## src/rtl/sample_iterator.sv

```systemverilog
// Sample iterator: walks a grid-snapped bounding box in raster order, one sample per cycle.
// Optional performance counter output sampleCount_U is compiled in with SAMPLE_ITER_PERF_EN.
module sample_iterator #(
    parameter int SIGFIG = 24,
    parameter int RADIX  = 10,
    parameter int VERTS  = 3,
    parameter int AXIS   = 3,
    parameter int COLORS = 3
) (
    input  logic                       clk,
    input  logic                       rst,
    input  logic signed   [SIGFIG-1:0] tri_R13S   [VERTS][AXIS],
    input  logic unsigned [SIGFIG-1:0] color_R13U [COLORS],
    input  logic signed   [SIGFIG-1:0] box_R13S   [2][2],
    input  logic                       validTri_R13H,
    input  logic          [3:0]        subSample_RnnnnU,
    output logic                       halt_RnnnnL,
    output logic signed   [SIGFIG-1:0] tri_R14S   [VERTS][AXIS],
    output logic unsigned [SIGFIG-1:0] color_R14U [COLORS],
    output logic signed   [SIGFIG-1:0] sample_R14S [2],
    output logic                       validSamp_R14H
`ifdef SAMPLE_ITER_PERF_EN
    ,
    output logic          [31:0]       sampleCount_U
`endif
);

    typedef enum logic {
        WAIT_STATE = 1'b0,
        TEST_STATE = 1'b1
    } state_t;

    function automatic logic [SIGFIG-1:0] decode_step(input logic [3:0] code);
        logic [SIGFIG-1:0] one;
        one = {{(SIGFIG-1){1'b0}}, 1'b1};
        case (code)
            4'b0100: decode_step = one << (RADIX - 1);
            4'b0010: decode_step = one << (RADIX - 2);
            4'b0001: decode_step = one << (RADIX - 3);
            default: decode_step = one << RADIX;
        endcase
    endfunction

    state_t                      state_q, state_d;
    logic signed   [SIGFIG-1:0]  sample_q [2];
    logic signed   [SIGFIG-1:0]  sample_d [2];
    logic signed   [SIGFIG-1:0]  tri_q    [VERTS][AXIS];
    logic signed   [SIGFIG-1:0]  tri_d    [VERTS][AXIS];
    logic unsigned [SIGFIG-1:0]  color_q  [COLORS];
    logic unsigned [SIGFIG-1:0]  color_d  [COLORS];
    logic signed   [SIGFIG-1:0]  ll_x_q, ll_x_d;
    logic signed   [SIGFIG-1:0]  ur_x_q, ur_x_d;
    logic signed   [SIGFIG-1:0]  ur_y_q, ur_y_d;
    logic          [SIGFIG-1:0]  step_q, step_d;

    // One extra bit keeps x+step from wrapping past the most positive coordinate.
    logic signed   [SIGFIG:0]    x_nxt, y_nxt, ur_x_ext, ur_y_ext;
    logic                        x_fits, y_fits, box_ok;

    always_comb begin
        x_nxt    = {sample_q[0][SIGFIG-1], sample_q[0]} + {1'b0, step_q};
        y_nxt    = {sample_q[1][SIGFIG-1], sample_q[1]} + {1'b0, step_q};
        ur_x_ext = {ur_x_q[SIGFIG-1], ur_x_q};
        ur_y_ext = {ur_y_q[SIGFIG-1], ur_y_q};
        x_fits   = (x_nxt <= ur_x_ext);
        y_fits   = (y_nxt <= ur_y_ext);
        box_ok   = !(box_R13S[0][0] > box_R13S[1][0]) && !(box_R13S[0][1] > box_R13S[1][1]);
    end

    always_comb begin
        state_d  = state_q;
        sample_d = sample_q;
        tri_d    = tri_q;
        color_d  = color_q;
        ll_x_d   = ll_x_q;
        ur_x_d   = ur_x_q;
        ur_y_d   = ur_y_q;
        step_d   = step_q;
        case (state_q)
            WAIT_STATE: begin
                if (validTri_R13H && box_ok) begin
                    tri_d       = tri_R13S;
                    color_d     = color_R13U;
                    ll_x_d      = box_R13S[0][0];
                    ur_x_d      = box_R13S[1][0];
                    ur_y_d      = box_R13S[1][1];
                    step_d      = decode_step(subSample_RnnnnU);
                    sample_d[0] = box_R13S[0][0];
                    sample_d[1] = box_R13S[0][1];
                    state_d     = TEST_STATE;
                end
            end
            TEST_STATE: begin
                if (x_fits) begin
                    sample_d[0] = x_nxt[SIGFIG-1:0];
                end else if (y_fits) begin
                    sample_d[0] = ll_x_q;
                    sample_d[1] = y_nxt[SIGFIG-1:0];
                end else begin
                    state_d = WAIT_STATE;
                end
            end
            default: state_d = WAIT_STATE;
        endcase
    end

    always_ff @(posedge clk) begin
        if (rst) begin
            state_q  <= WAIT_STATE;
            sample_q <= '{default: '0};
            tri_q    <= '{default: '0};
            color_q  <= '{default: '0};
        end else begin
            state_q  <= state_d;
            sample_q <= sample_d;
            tri_q    <= tri_d;
            color_q  <= color_d;
        end
    end

    // Box extents and step are only consulted while iterating, so they need no reset.
    always_ff @(posedge clk) begin
        ll_x_q <= ll_x_d;
        ur_x_q <= ur_x_d;
        ur_y_q <= ur_y_d;
        step_q <= step_d;
    end

    assign halt_RnnnnL    = (state_q == WAIT_STATE);
    assign validSamp_R14H = (state_q == TEST_STATE);
    assign sample_R14S    = sample_q;
    assign tri_R14S       = tri_q;
    assign color_R14U     = color_q;

`ifdef SAMPLE_ITER_PERF_EN
    logic [31:0] count_q, count_d;

    always_comb begin
        count_d = count_q + {31'd0, validSamp_R14H};
    end

    always_ff @(posedge clk) begin
        if (rst) begin
            count_q <= '0;
        end else begin
            count_q <= count_d;
        end
    end

    assign sampleCount_U = count_q;
`endif

endmodule

```

## config.mk

```make
export PLATFORM = sky130hd
export DESIGN_NAME = sample_iterator
export DESIGN_NICKNAME = d
export VERILOG_FILES = /design/src/rtl/sample_iterator.sv
export SDC_FILE = /design/constraint.sdc
export NUM_CORES = 1
export LEC_CHECK = 0
export BUFFER_PORTS_ARGS = -buffer_cell sky130_fd_sc_hd__buf_2
export CAP_MARGIN = 25
export CORE_AREA = 4 4 286 288
export DETAILED_ROUTE_END_ITERATION = 12
export DIE_AREA = 0 0 290 292
export HOLD_SLACK_MARGIN = 0.06
export PLACE_DENSITY = 0.44
export SLEW_MARGIN = 30
export SYNTH_ARGS = -nofsm -noshare
export SYNTH_HDL_FRONTEND = slang
export SYNTH_SLANG_ARGS = --single-unit
```

## constraint.sdc

```tcl
create_clock -name clk -period 12.8 [get_ports clk]
set_input_delay 2.56 -clock clk [delete_from_list [all_inputs] [get_ports clk]]
set_output_delay 2.56 -clock clk [all_outputs]
set_load 0.05 [all_outputs]
```

### After elaboration in Yosys (flattened, before gate mapping)

Index checks and enable logic that the tools add are counted.

* $add $sub $neg: 2
* mux-type cells: 10
* equal/unequal tests: 7
* order comparisons: 4
* bitwise operators: 1
* reduce and logical (&&, ||, !) cells: 7

Operator list (count)
* two-way mux 48 bit: 2
* one-hot mux 48 bit (2 select lines): 1
* adder 25 x 24 -> 25 bit: 2
* <= comparator 25 x 24 -> 1 bit: 2
* > comparator 24 bit: 2
* two-way mux 24 bit: 2
* one-hot mux 11 bit (3 select lines): 1
* equality test 4 x 1 -> 1 bit (second input constant): 1
* equality test 4 x 2 -> 1 bit (second input constant): 1
* equality test 4 x 3 -> 1 bit (second input constant): 1
* != test 2 x 1 -> 1 bit (second input constant): 2
* AND reduction 2 bit: 2
* two-way mux 1 bit: 3
* != test 3 x 1 -> 1 bit (second input constant): 1
* AND reduction 3 bit: 1
* logical AND 1 bit: 2
* zero test 1 bit: 2
* != test 2 bit (second input constant): 1
* one-hot mux 1 bit (2 select lines): 1
* NOT 1 bit: 1

* output and inout port bits: 338
* bits in registers: 433

### Longest topological paths before layout

Gate-level depths: netlist of the first run.

* word-level depth: 6
* depth in mapped cells: 20

### Worst setup path before layout of the first run

OpenSTA, ideal clock, no wires.

* kind: input-to-reg
* start: input box_R13S[13] (netlist name)
* end: register ll_x_q[0] (enable)
* arrival: 6665 ps
* library setup time: 470 ps
* setup slack: 5664 ps
* stages on the path: 11
* cells stage by stage: inv_1 -> ha_1 -> a21o_1 -> nand3_1 -> a211oi_1 -> or4_1 -> o21a_1 -> o21ai_1 -> nand2_1 -> inv_2 -> clkbuf_1

* word-level cells in the longest chain between the ends: 5

Ends and longest elaborated chain
* from (decl): RTL line 14 `input logic signed [SIGFIG-1:0] box_R13S [2][2],`
* > comparator 24 bit: RTL line 67 `box_ok = !(box_R13S[0][0] > box_R13S[1][0]) && !(box_R13S[0][1] > box_R13S[1][1]);`
* zero test 1 bit: RTL line 67
* logical AND 1 bit: RTL line 67
* logical AND 1 bit: RTL line 81 `if (validTri_R13H && box_ok) begin`
* AND reduction 2 bit (no line)
* to (signal assigned): RTL line 123 `ll_x_q <= ll_x_d;`
* to (decl): RTL line 51 `logic signed [SIGFIG-1:0] ll_x_q, ll_x_d;`

Every way passes these cells.
A chain may end at the register's enable or synchronous reset.

### Worst setup path after layout of the first run

* start: input box_R13S[23] (netlist name)
* end: register tri_q, in the netlist tri_R14S[198]

* word-level cells in the longest chain between the ends: 5

Ends and longest elaborated chain
* > comparator 24 bit: RTL line 67
* zero test 1 bit: RTL line 67
* logical AND 1 bit: RTL line 67
* logical AND 1 bit: RTL line 81
* AND reduction 2 bit (no line)
* to (signal assigned): RTL line 116 `tri_q <= tri_d;`
* to (decl): RTL line 47 `logic signed [SIGFIG-1:0] tri_q [VERTS][AXIS];`

Every way passes these cells.

==> impl_metrics.csv, run 1 <==
group,metric,value,unit
cells_and_area,final_cells,3824,
cells_and_area,syn_to_final_growth,36.0,%
critical_path,cp_data_arrival_time,7.19,ns
grt,grt_usage,16.1,%
critical_path,cp_data_required_time,13.30,ns
critical_path,cp_top_family,"simple AND/OR/NAND/NOR gates",
sta,finClkSkew,0.0335,ns
placement,dpl-instance-area,22500,um^2
cells_and_area,final_nets,3222,
sta,finalCritPeriodShare,52.3,%
sta,worst_pin_slew,1.01,ns
floorplanning,fp.dieW,290,um
sta,slew_viol_final,0,
clocking,clk_pin_slew_worst_paths,0.06,ns
placement,io_buffer_count,728,
critical_path,cpMaxStageDelayCell,"nor4_2",
synthesis,ys.flop_type,"dfxtp_1",
detailed_routing,dr.pass1.iters,5,
detailed_routing,routedWlPerCell,18.9,um
sta,slew_headroom,32.6,%
run,cap_violations,0,
placement,dp_cells,3720,
detailed_routing,dr_total_vias,16459,
floorplanning,dieHeight,292,um
synthesis,ys_warn_count,0,
detailed_routing,ant_nets,0,
sta,post-route-min-period,6.69,ns
power_and_ir_drop,ir_drop,141,uV
synthesis,muxShareOfSynthArea,3.35,%
synthesis,synth_xor_area_share,1.47,%
critical_path,path_cells,"buf_2 > inv_1 > ha_1 > nand4_1 > nor4_2 > o31a_1 > nor3_1 > o21ai_1 > nand2_4 > inv_8 > buf_4 > buf_16 > nand2_1 > a21oi_1",
critical_path,cp_max_fo,88,
status,outcome,"finished clean",
sta,hold_viol,0,
critical_path,path_class,"primary input to flip-flop",
synthesis,async_flop_share,0,%
critical_path,cp_num_buf_inv,5,
floorplanning,dieArea,84700,um^2
floorplanning,pin_count,729,
synthesis,synth-compound-area-share,14.5,%
synthesis,synth_top_family_by_area,"simple AND/OR/NAND/NOR gates",
synthesis,synth_area,17800,um^2
clocking,clkLatencyLatePin,0.59,ns
critical_path,slowest_delay,0.73,ns
grt,grt_max_degree,149,
clocking,postCtsSetupRepairBufs,0,
clocking,ctsHoldBuffers,0,
detailed_routing,vias_per_cell,4.30,
sta,fin_setup_tns,0,ns
clocking,clock_path_buffers,3,
power_and_ir_drop,power_density,163,nW/um^2
critical_path,crit_path_end_kind,"flip-flop",
clocking,cts_root_buffer,"clkbuf_16",
synthesis,seq_area_frac_synth,50.6,%
clocking,htree_levels,2,
grt,antenna_found_initial,16,
placement,place_congestion,0.868,
worst_hold_path,hold_path_class,"flip-flop to flip-flop",
clocking,ctsResizeCount,0,
cells_and_area,final_cell_area,24200,um^2
floorplanning,num_rows,103,
clocking,clock_sinks,413,
synthesis,avgSynthCellArea,8.71,um^2
critical_path,cp-start-kind,"primary input",
clocking,cts_made_buffers,51,
grt,grt_overflow_total,0,
grt,grt_pass1_wl,106000,um
detailed_routing,drc,0,
cells_and_area,layout-drive-gt1-share,31.5,%
synthesis,synth_simple_gate_area_share,17.3,%
floorplanning,initial_core_util,22.6,%
sta,rsz0062_at_grt,"false",
detailed_routing,wirelength,72200,um
synthesis,synth_edf_count,76,
floorplanning,core_area,78900,um^2
power_and_ir_drop,p_leak,11.1,nW
sta,setup_viol,0,
synthesis,synth_adder_area_share,7.66,%
sta,fmax,149,MHz
clocking,cts_tree,"built",
synthesis,synthCells,2047,
placement,dp_hpwl,54800,um
synthesis,ys_seq_elements,413,
cells_and_area,final_core_util,30.7,%
detailed_routing,drt_iter0_markers,867,
synthesis,yosysUniqueCellTypes,65,
synthesis,syn_nets,2546,
grt,grt_pass1_vias,16248,
==> per-stage QoR <==
step / worst slack, ns / power (mW) / hold WS, ns
floorplan: 5.66 / 2.19 / 0.563
global placement: 5.10 / 2.50 / 0.440
detailed placement: 5.41 / 2.49 / 0.444
global route: 5.76 / 4.15 / 0.463
CTS: 6.04 / 4.03 / 0.452
finish: 6.11 / 3.95 / 0.449
==> cell usage in the layout, fill, tap and decap left out, types with 4 or more instances in the layout <==
master,n
a211oi_1,5
a21o_1,13
a21oi_1,359
a22o_1,6
and3_1,4
buf_2,727
buf_4,10
clkbuf_1,10
clkbuf_16,54
clkbuf_8,12
clkinv_2,8
dfxtp_1,336
diode_2,10
edfxtp_1,76
ha_1,106
inv_1,102
mux2_2,22
mux2i_1,32
nand2_1,623
nand3_1,30
nand4_1,25
nor2_1,46
nor2b_1,4
nor3_1,11
o211ai_1,4
o21a_1,5
o21ai_0,16
o221ai_1,5
o31ai_1,13
xnor2_1,19
xor2_1,11
==> path summary, 6_finish.rpt <==
kind	startpoint	endpoint	slack, ns	cells after the start
hold reg to reg	tri_R14S[148]	tri_R14S[148]	0.45	2
hold / removal	tri_R14S[148]	tri_R14S[148]	0.45	2
setup / recovery	box_R13S[23]	tri_R14S[198]	6.11	14
setup reg to reg	step_q[7]	sample_R14S[31]	7.34	16
==> state kept, by name, indices dropped and copies added, names as in the netlist <==
name and flops:
ur_y_q 24, tri_R14S 216, step_q 4, validSamp_R14H 1, sample_R14S 48, ll_x_q 24, color_R14U 72, ur_x_q 24
==> where the power goes <==
| group | total, mW | leakage [nW] | internal (mW) | switching (mW) |
|---|---|---|---|---|
| combinational | 0.957 | 6.76 | 0.272 | 0.685 |
| clock | 1.50 | 0.866 | 0.901 | 0.596 |
| sequential | 1.50 | 3.44 | 1.43 | 0.0666 |
==> synthesized netlist by cell type (all sizes together), types with 3 or more instances <==
master	n	area (um^2)
nand2	624	2340
a21oi	360	1810
dfxtp	337	6750
ha	106	1330
inv	103	387
clkbuf	81	304
edfxtp	76	2280
nor2	47	184
buf	37	199
mux2i	32	320
nand3	30	150
nand4	26	169
mux2	24	278
xnor2	19	166
o21ai	18	93.8
a21o	13	97.6
o31ai	13	97.6
nor3	11	55.1
xor2	11	96.3
a22o	6	52.6
o221ai	6	58.8
a211oi	5	37.5
o21a	5	37.5
o32ai	5	66.3
and3	4	25.0
nor2b	4	25.0
o211ai	4	30.0
a21boi	3	22.5
a221oi	3	26.3
nand2b	3	18.8
nor4b	3	26.3
==> worst min-delay path, cell delays in order, from the launching register on <==
cell and delay [ns]:
dfxtp_1 0.30, nand2_1 0.05, a21oi_1 0.05
==> logic make-up after synthesis <==
kind of cell               after synthesis
buffers and inverters                  223
xor gates and xnor gates                30
and+or+nand+nor                        763
DFF                                    413
adders and majority gates              108
AOI/OAI and AO/OA                      454
muxes                                   56
==> area by class of cell <==
cell class | instances | area (um^2)
tap | 1050 | 1310
clock inverter | 18 | 193
inverter | 105 | 402
antenna | 10 | 25.0
sequential | 413 | 9030
timing repair buffer | 741 | 3800
clock buffer | 76 | 1550
multi-input combinational | 1411 | 7940
fill | 8606 | 54600
==> routing by layer <==
| metal | track usage, % | part of all wire (%) |
|---|---|---|
| met5 | 0 | 0.071 |
| met4 | 4.02 | 2.0 |
| met3 | 4.24 | 6.5 |
| met2 | 27.6 | 49 |
| met1 | 20.1 | 43 |
(Power assumes the default switching activity.)
==> inputs of run 2 (changes only) <==
- ABC_AREA: not set -> 1
- CORE_AREA: 4 4 286 288 -> 4 4 281 283
- DIE_AREA: 0 0 290 292 -> 0 0 285 287
- PLACE_DENSITY: 0.44 -> 0.48
- clock period: 12.8 -> 5.5 ns (I/O delays scaled with it)
==> run 2 against run 1 <==
Compared with the run above: count of clock-buffer cells in the layout decreased by 4; combinational power increased by 140%; first-iteration DRC count increased by 7.6%; wire length increased by 9.4%; non-clock buffer count increased by 11; worst hold slack improved by 0.025 ns; power increased by 130%; worst setup slack got worse by 5.1 ns; register-to-register slack got worse by 6.3 ns; area after synthesis increased by 3.9%; critical path type is now flip-flop to flip-flop; largest cell class unchanged.
==> impl_metrics.csv, run 2 <==
group,metric,value,unit
synthesis,async_flop_share,0,%
synthesis,synth_edf_count,76,
placement,dp_cells,4086,
cells_and_area,final_cell_mix,"buf_2, nor2_1, dfxtp_1",
synthesis,syn_nets,2917,
critical_path,r2r-start,"sample_R14S[7]",
critical_path,crit_top_cell,"nand2_1",
floorplanning,pin_count,729,
cells_and_area,fillerInstances,8400,
clocking,cts_made_buffers,51,
detailed_routing,drt_iter0_markers,933,
placement,dp_slack,0.987,ns
critical_path,reg2reg_slack,1.04,ns
synthesis,synth.top_cell.area_share,36.4,%
synthesis,seq_area_frac_synth,48.7,%
floorplanning,dieHeight,287,um
sta,rsz0062_at_grt,"false",
clocking,htree_levels,2,
placement,io_buffer_count,728,
floorplanning,fp.dieW,285,um
power_and_ir_drop,ir_drop,225,uV
synthesis,ys.flop_type,"dfxtp_1",
sta,slew_viol_final,0,
sta,slew_headroom,44.6,%
critical_path,path_class,"flip-flop to flip-flop",
synthesis,yosys.area.top_type,"dfxtp_1",
detailed_routing,wirelength,79000,um
power_and_ir_drop,p_leak,12.3,nW
floorplanning,num_rows,102,
power_and_ir_drop,power_density,370,nW/um^2
critical_path,cp_max_fo,31,
detailed_routing,vias_per_cell,4.28,
synthesis,synth_area,18500,um^2
status,outcome,"finished clean",
placement,place_congestion,0.868,
cells_and_area,final_nets,3598,
critical_path,cp_data_arrival_time,4.93,ns
run,cap_violations,0,
critical_path,slowest_delay,0.43,ns
floorplanning,dieArea,81800,um^2
critical_path,crit_cells,23,
clocking,cts_tree,"built",
sta,setup_viol,0,
detailed_routing,drc,0,
detailed_routing,dr_total_vias,18011,
sta,finClkSkew,0.0181,ns
clocking,clock_sinks,413,
synthesis,synth_most_common_cell,"nor2_1",
grt,antenna_found_initial,32,
cells_and_area,final_cells,4207,
cells_and_area,largest_reg_flops,216,
sta,worst_slack,1.04,ns
cells_and_area,regArea,9030,um^2
critical_path,path_cells,"ha_1 > fa_1 > nand3_1 > nand3_1 > nand2_1 > nor2_1 > nand2_1 > nor2_1 > nand4_1 > and2_1 > ha_1 > nand2_1 > inv_1 > nand4_1 > o31ai_1 > nand2_1 > nand3_1 > nand2_1 > inv_2 > buf_4 > nand3b_1 > nand2_1 > nor2_1",
synthesis,synthCells,2418,
critical_path,r2r_end,"sample_R14S[17]",
grt,grt_overflow_total,0,
cells_and_area,multiInputGateArea,8180,um^2
sta,worst_pin_slew,0.831,ns
synthesis,ys_seq_elements,413,
detailed_routing,dr.pass1.iters,5,
critical_path,crit_start,"sample_R14S[7]",
clocking,clock_path_buffers,3,
sta,hold_viol,0,
power_and_ir_drop,power,9.24,mW
clocking,clkLatencyLatePin,0.60,ns
critical_path,cpMaxStageDelayCell,"dfxtp_1",
critical_path,cp-start-kind,"flip-flop",
detailed_routing,ant_nets,0,
clocking,ctsHoldBuffers,0,
critical_path,crit_end,"sample_R14S[17]",
sta,post-route-min-period,4.46,ns
critical_path,cp_data_required_time,5.97,ns
synthesis,ys_warn_count,0,
synthesis,synth_commonest_cells,"nor2_1, dfxtp_1, nand2_1, o21ai_0, inv_1",
synthesis,yosysUniqueCellTypes,36,
worst_hold_path,hold_path_class,"flip-flop to flip-flop",
floorplanning,initial_core_util,24.2,%
sta,finalCritPeriodShare,81.1,%
clocking,postCtsSetupRepairBufs,0,
cells_and_area,layout-drive-gt1-share,26.9,%
placement,dp_hpwl,62100,um
synthesis,avgSynthCellArea,7.67,um^2
cells_and_area,final_common_cell,"buf_2",
grt,grt_usage,18.3,%
synthesis,ys_top_cells_by_area,"dfxtp_1, nor2_1, edfxtp_1, ha_1, o21ai_0",
sta,fin_setup_tns,0,ns
detailed_routing,routedWlPerCell,18.8,um
grt,grt_pass1_wl,113000,um
cells_and_area,syn_to_final_growth,34.6,%
clocking,cts_root_buffer,"clkbuf_16",
critical_path,r2r_cells,23,
cells_and_area,final_core_util,32.5,%
grt,grt_max_degree,157,
critical_path,cp_num_buf_inv,3,
critical_path,cp_top_family,"simple AND/OR/NAND/NOR gates",
critical_path,crit_path_end_kind,"flip-flop",
clocking,clk_pin_slew_worst_paths,0.06,ns
clocking,ctsResizeCount,0,
sta,fmax,224,MHz
floorplanning,core_area,76700,um^2
grt,grt_pass1_vias,17161,
run 2: cell count changes after synthesis, moves of 85 or more:
| cell | before | now |
|---|---|---|
| a21oi_1 | 359 | 62 |
| inv_1 | 102 | 196 |
| nand2_1 | 624 | 326 |
| nor2_1 | 46 | 713 |
| o21ai_0 | 16 | 245 |
| o21ai_1 | 1 | 86 |
run 2: cell type report:
cell class                      count  share of cell area, %
Antenna cell                       26                  0.261
Clock buffer                       72                   5.83
Clock inverter                     23                   1.08
Inverter                          199                   3.05
Multi-Input combinational cell   1682                   32.8
Sequential cell                   413                   36.2
Tap cell                         1040                   5.21
Timing Repair Buffer              752                   15.6
run 2: cell families (layout without fill, tap and decap cells):
family,after synthesis,in the layout,synth area share (%)
AND/OR/NAND/NOR,1150,1150,24.8
flip-flops,413,413,48.7
AO/OA/AOI/OAI,407,407,11.2
other,0,26,0
XOR/XNOR,17,17,0.803
adder cells (fa/ha/maj),108,108,7.37
buffers and inverters,323,1046,7.18
run 2: through the flow:
step                      hold WS (ns)  cell area (um^2)
after detailed placement         0.465             23200
after global routing             0.494             24900
final                            0.475             25000
after global placement           0.456             23200
after CTS                        0.478             24900
after floorplan                  0.621             18500
run 2: worst min-delay path by stage:
stage                       start              end  depth (start not counted)
floorplan               ll_x_q[7]  sample_R14S[31]                          4
global placement    color_R14U[9]    color_R14U[9]                          2
detailed placement   tri_R14S[82]     tri_R14S[82]                          2
CTS                  tri_R14S[82]     tri_R14S[82]                          2
global route        tri_R14S[165]    tri_R14S[165]                          2
finish               tri_R14S[74]     tri_R14S[74]                          2
run 2: power breakdown:
group / switching [mW] / leakage [nW] / internal (mW) / total (mW)
Sequential: 0.162 / 3.45 / 3.34 / 3.50
Combinational: 1.69 / 8.04 / 0.611 / 2.30
Clock: 1.41 / 0.846 / 2.04 / 3.45
run 2: tightest hold or removal path: stages, from the launching register on:
cell and delay (ns):
dfxtp_1 0.32, nor2_1 0.04, nor2_1 0.08
run 2: layer usage:
layer  global-route usage (%)  vias to the layer above  share of wire, %
li1                         -                     9155                 -
met1                     20.8                     8116                39
met2                     31.1                      564                48
met3                     7.26                      148               9.2
met4                     6.69                       28               3.8
met5                        0                        -              0.21
==> inputs of run 3 (changes only) <==
- CORE_AREA: 4 4 281 283 -> 4 4 283 285
- DIE_AREA: 0 0 285 287 -> 0 0 287 289
- PLACE_DENSITY: 0.48 -> 0.46
- clock period: 5.5 -> 4.3 ns (I/O delays scaled with it)
==> run 3 against run 2 <==
Compared with the run above: largest cell class unchanged; sequential share of layout area fell by 0.27 points; wire length grew 0.67%; first-iteration DRC count is 8.8% lower; worst hold slack got worse by 0.0023 ns; non-clock buffer count increased by 16; power rose by 27%; cell area increased by 0.75%; register-to-register slack lost 0.59 ns; maximum frequency is 16% higher; sequential power grew 28%; critical path type unchanged; die area rose by 1.4%; clock skew decreased by 0.0012 ns.
==> impl_metrics.csv, run 3 (synthesis results as in run 2) <==
group,metric,value,unit
power_and_ir_drop,power.share.switching,34.7,%
detailed_routing,dr_total_vias,18011,
grt,antenna_found_initial,43,
critical_path,cp_data_required_time,4.77,ns
sta,rsz0062_at_grt,"false",
sta,post-route-min-period,3.85,ns
power_and_ir_drop,p_clk_share,36.8,%
cells_and_area,syn_to_final_growth,35.7,%
clocking,cts_tree,"built",
run,cap_violations,0,
cells_and_area,final_core_util,32.5,%
clocking,clkLatencyLatePin,0.58,ns
critical_path,cp-start-kind,"flip-flop",
floorplanning,num_rows,102,
sta,fmax,260,MHz
sta,slew_headroom,45.3,%
critical_path,r2r_end,"sample_R14S[44]",
floorplanning,initial_core_util,24.0,%
cells_and_area,final_cells,4215,
sta,finClkSkew,0.0169,ns
power_and_ir_drop,power,11.8,mW
power_and_ir_drop,pwr-share-seq,37.9,%
critical_path,reg2reg_slack,0.45,ns
floorplanning,dieArea,82900,um^2
power_and_ir_drop,power_density,469,nW/um^2
detailed_routing,dr.pass1.iters,5,
detailed_routing,drc,0,
grt,grt_pass1_wl,114000,um
placement,dp_cells,4102,
worst_hold_path,min_from,"box_R13S[34]",
sta,fin_setup_tns,0,ns
sta,slew_viol_final,0,
placement,dp_slack,0.259,ns
power_and_ir_drop,combPwrFrac,25.3,%
placement,place_congestion,0.866,
clocking,clock_sinks,413,
critical_path,crit_path_end_kind,"flip-flop",
placement,io_buffer_count,728,
power_and_ir_drop,ir_drop,278,uV
placement,dp_hpwl,62600,um
power_and_ir_drop,p_leak,12.4,nW
cells_and_area,fillerInstances,8556,
grt,grt_usage,18.1,%
sta,hold_viol,0,
status,outcome,"finished clean",
critical_path,cp_data_arrival_time,4.32,ns
detailed_routing,ant_nets,0,
cells_and_area,final_cell_area,25100,um^2
critical_path,r2r-start,"step_q[7]",
cells_and_area,layout-drive-gt1-share,27.3,%
critical_path,crit_end,"sample_R14S[44]",
grt,grt_pass1_vias,17328,
sta,hold_slack,0.472,ns
clocking,clk_pin_slew_worst_paths,0.06,ns
critical_path,crit_start,"step_q[7]",
cells_and_area,final_common_cell,"buf_2",
detailed_routing,drt_iter0_markers,851,
power_and_ir_drop,p_int,7.70,mW
sta,worst_slack,0.448,ns
clocking,htree_levels,2,
placement,dpl-instance-area,23400,um^2
floorplanning,pin_count,729,
critical_path,r2r_cells,22,
cells_and_area,final_nets,3615,
critical_path,cp_max_fo,35,
detailed_routing,vias_per_cell,4.27,
sta,worst_pin_slew,0.821,ns
cells_and_area,final_cell_mix,"buf_2, nor2_1, dfxtp_1",
clocking,clock_path_buffers,3,
grt,grt_overflow_total,0,
clocking,cts_made_buffers,52,
clocking,cts_root_buffer,"clkbuf_16",
floorplanning,core_area,77300,um^2
sta,setup_viol,0,
power_and_ir_drop,p_switching,4.09,mW
detailed_routing,routedWlPerCell,18.9,um
grt,grt_max_degree,151,
floorplanning,dieHeight,289,um
floorplanning,fp.dieW,287,um
sta,finalCritPeriodShare,89.6,%
cells_and_area,largest_reg_flops,216,
critical_path,path_class,"flip-flop to flip-flop",
worst_hold_path,hold_path_class,"primary input to flip-flop",
detailed_routing,wirelength,79500,um
[run 3: cell types whose count changed in the layout (fill, tap and decap cells not counted), sizes merged, moves of 2 or more]
cell / change
clkbuf: +10
clkinv: -6
buf: +16
inv: -2
bufinv: -3
diode: -6
[run 3: worst min path at each step]
stage | slack [ns] | depth (start not counted) | to
floorplan | 0.62 | 4 | sample_R14S[31]
global placement | 0.46 | 2 | color_R14U[20]
detailed placement | 0.46 | 2 | color_R14U[19]
CTS | 0.41 | 1 | ur_x_q[21]
global route | 0.43 | 1 | ur_x_q[10]
finish | 0.47 | 1 | ur_x_q[10]
[run 3: cell type report]
type                       instances  area [um^2]  share of cell area [%]
sequential                       413         9030                    35.9
multi-input combinational       1682         8190                    32.6
timing repair buffer             768         4110                    16.3
clock buffer                      82         1610                    6.40
tap                             1040         1300                    5.18
inverter                         199          764                    3.04
clock inverter                    11         90.1                   0.358
antenna                           20         50.0                   0.199
[run 3: critical path, stage by stage (launching register included)]
cell	delay, ns
edfxtp_1	0.44
ha_1	0.25
fa_1	0.41
nand3_1	0.10
nand3_1	0.18
nand2_1	0.18
inv_1	0.07
nand3_1	0.11
xor2_1	0.21
inv_1	0.06
ha_1	0.29
nand2_1	0.11
o21ai_0	0.09
a21oi_1	0.20
nand3_1	0.12
nand2_2	0.10
nand2_4	0.10
nand3b_1	0.19
nand2_2	0.12
buf_12	0.21
nand2_1	0.07
nand2_1	0.06
nor2_1	0.04
[run 3: layer usage]
layer | up-vias | routed length (um) | GRT usage [%]
met5 | - | 198 | 0
met4 | 30 | 1550 | 3.66
met3 | 118 | 6970 | 6.46
li1 | 9176 | - | -
met1 | 8147 | 31900 | 21.6
met2 | 540 | 38900 | 31.5
[run 3: power by group through the flow]
stage	combinational [mW]	sequential, mW	clock [mW]
2_1_floorplan	1.07	5.49	0
3_3_place_gp	3.01	4.54	0
3_5_place_dp	3.01	4.55	0
4_1_cts	3.02	4.47	4.50
5_1_grt	3.27	4.51	4.64
6_report	2.98	4.47	4.33
[run 3: repair_timing]
item,CTS,global route
hold buffers,0,0
gates resized for setup,0,5
setup buffers,0,0
setup endpoints to repair,0,42
